===== config.mk =====
export PLATFORM = sky130hd
export DESIGN_NAME = uart_tx_arbiter_flat
export DESIGN_NICKNAME = d
export VERILOG_FILES = /design/src/rtl/uart_tx_arbiter_if.sv /design/src/rtl/uart_tx_arbiter.sv /design/src/flat_wrapper.sv
export SDC_FILE = /design/constraint.sdc
export NUM_CORES = 1
export LEC_CHECK = 0
export CORE_MARGIN = 2
export CORE_UTILIZATION = 44
export CTS_CLUSTER_DIAMETER = 80
export CTS_CLUSTER_SIZE = 25
export DETAILED_ROUTE_END_ITERATION = 7
export HOLD_SLACK_MARGIN = 0.1
export PLACE_DENSITY = 0.91
export REMOVE_ABC_BUFFERS = 1
export SLEW_MARGIN = 20
export SYNTH_ARGS = -nofsm -noshare
export SYNTH_HDL_FRONTEND = slang
export SYNTH_SLANG_ARGS = --single-unit

===== constraint.sdc =====
create_clock -name clk -period 5.3 [get_ports clk]
set_clock_uncertainty 0.05 [all_clocks]
set_input_delay 1.06 -clock clk [delete_from_list [all_inputs] [get_ports clk]]
set_output_delay 1.06 -clock clk [all_outputs]
set_load 0.05 [all_outputs]

===== src/rtl/uart_tx_arbiter_if.sv =====
// Signal bundle between the UART TX arbiter, its requesters and the TX FIFO write port.
interface uart_tx_arbiter_if #(
  parameter int NREQ = 4,
  parameter int IDW  = 2
);
  logic [NREQ-1:0]    req;
  logic [32*NREQ-1:0] req_data;
  logic [2*NREQ-1:0]  req_len;
  logic [NREQ-1:0]    ack;
  logic               txff;
  logic               fifo_wr;
  logic [7:0]         fifo_wdata;
  logic               busy;
  logic [IDW-1:0]     gnt_id;

  modport master (
    output req, req_data, req_len, txff,
    input  ack, fifo_wr, fifo_wdata, busy, gnt_id
  );

  modport slave (
    input  req, req_data, req_len, txff,
    output ack, fifo_wr, fifo_wdata, busy, gnt_id
  );
endinterface


===== src/rtl/uart_tx_arbiter.sv =====
// Round-robin arbiter serialising 32-bit requester words LSB-byte-first into the UART TX FIFO.
// Build option UART_ARB_FIXED_PRIO_EN: lowest-index requester always wins instead of round-robin.
module uart_tx_arbiter #(
  parameter int NREQ = 4,
  parameter int IDW  = 2
) (
  input  logic             clk,
  input  logic             reset,
  uart_tx_arbiter_if.slave bus
);

  localparam logic [1:0] S_IDLE = 2'd0;
  localparam logic [1:0] S_PUSH = 2'd1;
  localparam logic [1:0] S_DONE = 2'd2;

  logic [1:0]     state_q, state_d;
  logic [31:0]    shift_q, shift_d;
  logic [1:0]     cnt_q, cnt_d;
  logic [IDW-1:0] gnt_q, gnt_d;
  logic [IDW-1:0] win_id;
  logic [31:0]    win_data;
  logic [1:0]     win_len;
  logic           wr;

`ifdef UART_ARB_FIXED_PRIO_EN
  always_comb begin
    win_id = '0;
    for (int k = NREQ - 1; k >= 0; k--) begin
      if (bus.req[k]) win_id = IDW'(k);
    end
  end
`else
  logic [IDW-1:0] rr_q, rr_d;
  logic           hi_vld;
  logic [IDW-1:0] hi_id, lo_id;

  // Lowest set bit above rr_q wins; otherwise wrap to the lowest set bit overall.
  always_comb begin
    hi_vld = 1'b0;
    hi_id  = '0;
    lo_id  = '0;
    for (int k = NREQ - 1; k >= 0; k--) begin
      if (bus.req[k]) begin
        lo_id = IDW'(k);
        if (IDW'(k) > rr_q) begin
          hi_vld = 1'b1;
          hi_id  = IDW'(k);
        end
      end
    end
    win_id = hi_vld ? hi_id : lo_id;
  end

  assign rr_d = (state_q == S_DONE) ? gnt_q : rr_q;

  always_ff @(posedge clk or negedge reset) begin
    if (!reset) rr_q <= IDW'(NREQ - 1);
    else        rr_q <= rr_d;
  end
`endif

  always_comb begin
    win_data = '0;
    win_len  = '0;
    for (int k = 0; k < NREQ; k++) begin
      if (IDW'(k) == win_id) begin
        win_data = bus.req_data[32*k +: 32];
        win_len  = bus.req_len[2*k +: 2];
      end
    end
  end

  assign wr = (state_q == S_PUSH) && !bus.txff;

  always_comb begin
    state_d = state_q;
    shift_d = shift_q;
    cnt_d   = cnt_q;
    gnt_d   = gnt_q;
    case (state_q)
      S_IDLE: begin
        if (|bus.req) begin
          state_d = S_PUSH;
          shift_d = win_data;
          cnt_d   = win_len;
          gnt_d   = win_id;
        end
      end
      S_PUSH: begin
        if (wr) begin
          shift_d = {8'h00, shift_q[31:8]};
          if (cnt_q == 2'd0) state_d = S_DONE;
          else               cnt_d   = cnt_q - 2'd1;
        end
      end
      S_DONE:  state_d = S_IDLE;
      default: state_d = S_IDLE;
    endcase
  end

  // Data registers are cleared too so the FIFO byte bus reads zero out of reset.
  always_ff @(posedge clk or negedge reset) begin
    if (!reset) begin
      state_q <= S_IDLE;
      shift_q <= '0;
      cnt_q   <= '0;
      gnt_q   <= '0;
    end else begin
      state_q <= state_d;
      shift_q <= shift_d;
      cnt_q   <= cnt_d;
      gnt_q   <= gnt_d;
    end
  end

  assign bus.fifo_wr    = wr;
  assign bus.fifo_wdata = shift_q[7:0];
  assign bus.busy       = (state_q == S_PUSH) || (state_q == S_DONE);
  assign bus.gnt_id     = gnt_q;
  assign bus.ack        = (state_q == S_DONE) ? (NREQ'(1) << gnt_q) : '0;

endmodule


===== src/flat_wrapper.sv =====
// flat-port wrapper written by rule: the top's interface ports become plain ports
module uart_tx_arbiter_flat 
#(
  parameter int NREQ = 4,
  parameter int IDW  = 2
)
  (clk, reset, bus_req, bus_req_data, bus_req_len, bus_txff, bus_ack, bus_fifo_wr, bus_fifo_wdata, bus_busy, bus_gnt_id);
  uart_tx_arbiter_if #(.NREQ(NREQ), .IDW(IDW)) bus_i ();
  input  logic clk;
  input  logic reset;
  input wire logic [$bits(bus_i.req)-1:0] bus_req;
  input wire logic [$bits(bus_i.req_data)-1:0] bus_req_data;
  input wire logic [$bits(bus_i.req_len)-1:0] bus_req_len;
  input wire logic [$bits(bus_i.txff)-1:0] bus_txff;
  output wire logic [$bits(bus_i.ack)-1:0] bus_ack;
  output wire logic [$bits(bus_i.fifo_wr)-1:0] bus_fifo_wr;
  output wire logic [$bits(bus_i.fifo_wdata)-1:0] bus_fifo_wdata;
  output wire logic [$bits(bus_i.busy)-1:0] bus_busy;
  output wire logic [$bits(bus_i.gnt_id)-1:0] bus_gnt_id;
  assign bus_i.req = bus_req;
  assign bus_i.req_data = bus_req_data;
  assign bus_i.req_len = bus_req_len;
  assign bus_i.txff = bus_txff;
  assign bus_ack = bus_i.ack;
  assign bus_fifo_wr = bus_i.fifo_wr;
  assign bus_fifo_wdata = bus_i.fifo_wdata;
  assign bus_busy = bus_i.busy;
  assign bus_gnt_id = bus_i.gnt_id;
  uart_tx_arbiter #(.NREQ(NREQ), .IDW(IDW)) u_core (.clk(clk), .reset(reset), .bus(bus_i));
endmodule

==> impl_metrics.ini <==
[run_status]
outcome = complete, no violations

[clocking]
cts_buffer_depth = 2
clock-sinks = 40
clkTransAtPathRegs_ns = 0.08
cts_tree = yes
cts_buffers = 5
clkLatencyLatePin_ns = 0.29
cts.repair.resized = 0
root_buffer = clkbuf_8
hold_buffers = 0
h-tree-depth = 2
postCtsSetupBuffers = 0

[routing]
routed_wl_mm = 12.2
vias = 3784
routed_via_density = 6.28
drc = 0
wl_per_cell_um = 20.2
postRouteAntennaNets = 0
drtIter0Drc = 332
dr.pass1.iters = 5

[global_route]
busiest_layer = met2
antenna_found_initial = 0
grt_pass1_wl_mm = 19.3
grt_usage_pct = 28.9
grt-ovfl-total = 0
grtUsageMet1_pct = 33.4
grtUsageMet2_pct = 51.2
grt_util_met3_pct = 6.39
grt_pass1_vias = 3998
grt_max_degree = 41

[final_layout]
fin_cells = 603
nNetsFinal = 650
layout-drive-gt1-share_pct = 9.72
fill_cells = 632
syn_to_final_growth_pct = 47.7
diodes = 0

[sta]
max_freq_mhz = 258
setup_ws_ns = 1.43
setup_violations = 0
setup_tns_ns = 0
hold_viol = 0
maxSlewViolCount = 0
grt_setup_unrepaired = no
period_needed_ns = 3.87
tightest_slew_ns = 0.939
max_slew_margin_pct = 37.4
period_share_pct = 73.0

[hold_path]
holdPathEnd = u_core.shift_q[31]
min_path_type = flop to flop
min_from = u_core.shift_q[31]
hold_depth = 2

[power_and_ir_drop]
p_seq_share_pct = 23.5
power.leakage_nw = 1.87
p_int_mw = 1.29
vdd_drop_max_mv = 0.184
p_switching_mw = 1.27
clockPowerShare_pct = 7.8
p_sw_share_pct = 49.6
p_comb_share_pct = 68.7
power_density_mw_per_mm2 = 520
power_mw = 2.56

[synthesis]
synth_area_per_cell_sq_um = 8.95
synth_warnings = 0
ys_async_sr_fraction_pct = 100
yosys.area.top_type = dfrtp_1
synth_area_sq_mm = 0.00334
postSynthCellCount = 373
synthDominantCellAreaShare_pct = 28.5
yosys-top-cells-area = dfrtp_1 (28%), o21ai_0 (5.7%), a221oi_1 (5.0%), buf_4 (3.8%), a21oi_1 (3.1%)
ys_ff_latch = 40
ys.flop_type = dfrtp_1
yosys.cell_types.count = 63
seq_area_frac_synth_pct = 30.1
synth_edf_count = 0

[worst_setup_path]
worstPathArrival_ns = 2.76
crit_path_max_fanout = 8
r2r_start = u_core.state_q[0]
ff2ff_setup_slack_ns = 2.64
worstSetupStartpointType = input pin
timing.rr.end = u_core.shift_q[0]
crit_path_end_kind = primary output
critPathKind = input pin to primary output
rr_worst_depth = 10
required_ns = 4.19

[die]
coreArea_sq_mm = 0.00729
fp.dieW_um = 91.1
ios = 159
initial_core_util_pct = 45.8
die_h_um = 91.1
die-area_sq_mm = 0.00830
rows = 31

[place]
dp_cells = 595
numPortBuffers = 158
dpl.hpwl_mm = 8.76
place_congestion = 0.884
place_ws_ns = 1.45

[job]
maxCapViolCount = 0
## cells in the final DEF (no fill, tap or decap), types with 3 or more instances in the layout
cell             instances
a32oi_1                  7
buf_4                    7
dfrtp_1                 38
nand2_1                 16
a221oi_1                19
mux2i_1                  6
and3_1                   6
a222oi_1                 7
o31ai_1                 11
o21ai_0                 38
mux2_1                   4
a21oi_2                  7
mux2_2                   5
o22ai_1                  3
a22o_1                   4
a31oi_1                 11
a2bb2oi_1               10
or3_1                    4
a22oi_1                  4
clkbuf_8                 5
and2_1                   7
a21oi_1                 21
nand2b_1                13
ha_1                     4
o221ai_1                 7
clkdlybuf4s50_1        157
a31o_2                   4
nor3_1                   4
a211oi_1                 3
nor2_1                   8
inv_1                   12
o21ai_1                 12
## per-layer routing
layer / up-vias / share of wire, %
li1: 1714 / -
met1: 1790 / 37
met2: 244 / 50
met3: 36 / 9.0
met4: 0 / 3.2
met5: - / 0
## worst max path at each step
stage	slack (ns)	end	start
final	1.43	bus_fifo_wr	bus_txff
after global routing	1.38	bus_fifo_wr	bus_txff
after CTS	1.44	bus_fifo_wr	bus_txff
after detailed placement	1.45	bus_fifo_wr	bus_txff
after global placement	1.49	bus_fifo_wr	bus_txff
after floorplan	2.09	u_core.shift_q[0]	bus_req[3]
## sequential cells by signal, indices dropped and copies added, names as in the netlist
name               count
u_core.bus.gnt_id      2
u_core.cnt_q           2
u_core.rr_q            2
u_core.state_q         2
u_core.shift_q        32
## synth_stat cells (all sizes together) (4+ instances only)
master,count
a211oi,4
a21oi,28
a221oi,19
a222oi,7
a22o,4
a22oi,5
a2bb2oi,10
a31o,4
a31oi,11
a32oi,7
and2,7
and3,6
buf,34
clkbuf,8
dfrtp,38
ha,4
inv,12
mux2,9
mux2i,6
nand2,16
nand2b,13
nor2,10
nor3,5
o21ai,52
o221ai,8
o31ai,11
or3,4
## cell type report
| class | count | area [sq um] | share of cell area, % |
|---|---|---|---|
| multi-input cells | 279 | 2050 | 41.5 |
| repair buffers | 165 | 1630 | 33.1 |
| flip-flops and latches | 40 | 1000 | 20.4 |
| well taps | 99 | 124 | 2.51 |
| clock buffers | 7 | 76.3 | 1.55 |
| inverters | 12 | 45.0 | 0.914 |
| clock inverters | 1 | 5.00 | 0.102 |
## per-stage QoR
| stage | cell area, sq um | hold WS [ns] | utilization [%] |
|---|---|---|---|
| 2_1_floorplan | 3080 | 0.393 | - |
| 3_3_place_gp | 4840 | 0.412 | 66.4 |
| 3_5_place_dp | 4840 | 0.418 | 66.4 |
| 4_1_cts | 4920 | 0.436 | 67.5 |
| 5_1_grt | 4930 | 0.470 | 67.6 |
| 6_report | 4930 | 0.434 | 67.6 |
## worst max-delay path, cell delays in order
cell and delay [ns]:
clkdlybuf4s50_1 0.53, and2b_1 0.34, clkdlybuf4s50_1 0.83
## logic make-up after synthesis
kind of cell	after synthesis	synth area share, %
simple gates	72	12.7
fa+ha+maj	4	1.50
flops	40	30.1
mux	15	4.84
xor+xnor	1	0.263
compound gates	187	41.4
buf+inv	54	9.19
## power by group through the flow
stage | sequential, mW | combinational (mW) | clock, mW
detailed placement | 0.603 | 1.73 | 0
global route | 0.621 | 1.90 | 0.213
global placement | 0.590 | 1.68 | 0
floorplan | 0.700 | 1.06 | 0
finish | 0.603 | 1.76 | 0.199
CTS | 0.597 | 1.74 | 0.201
No activity file was read; power rests on OpenSTA's default activity.
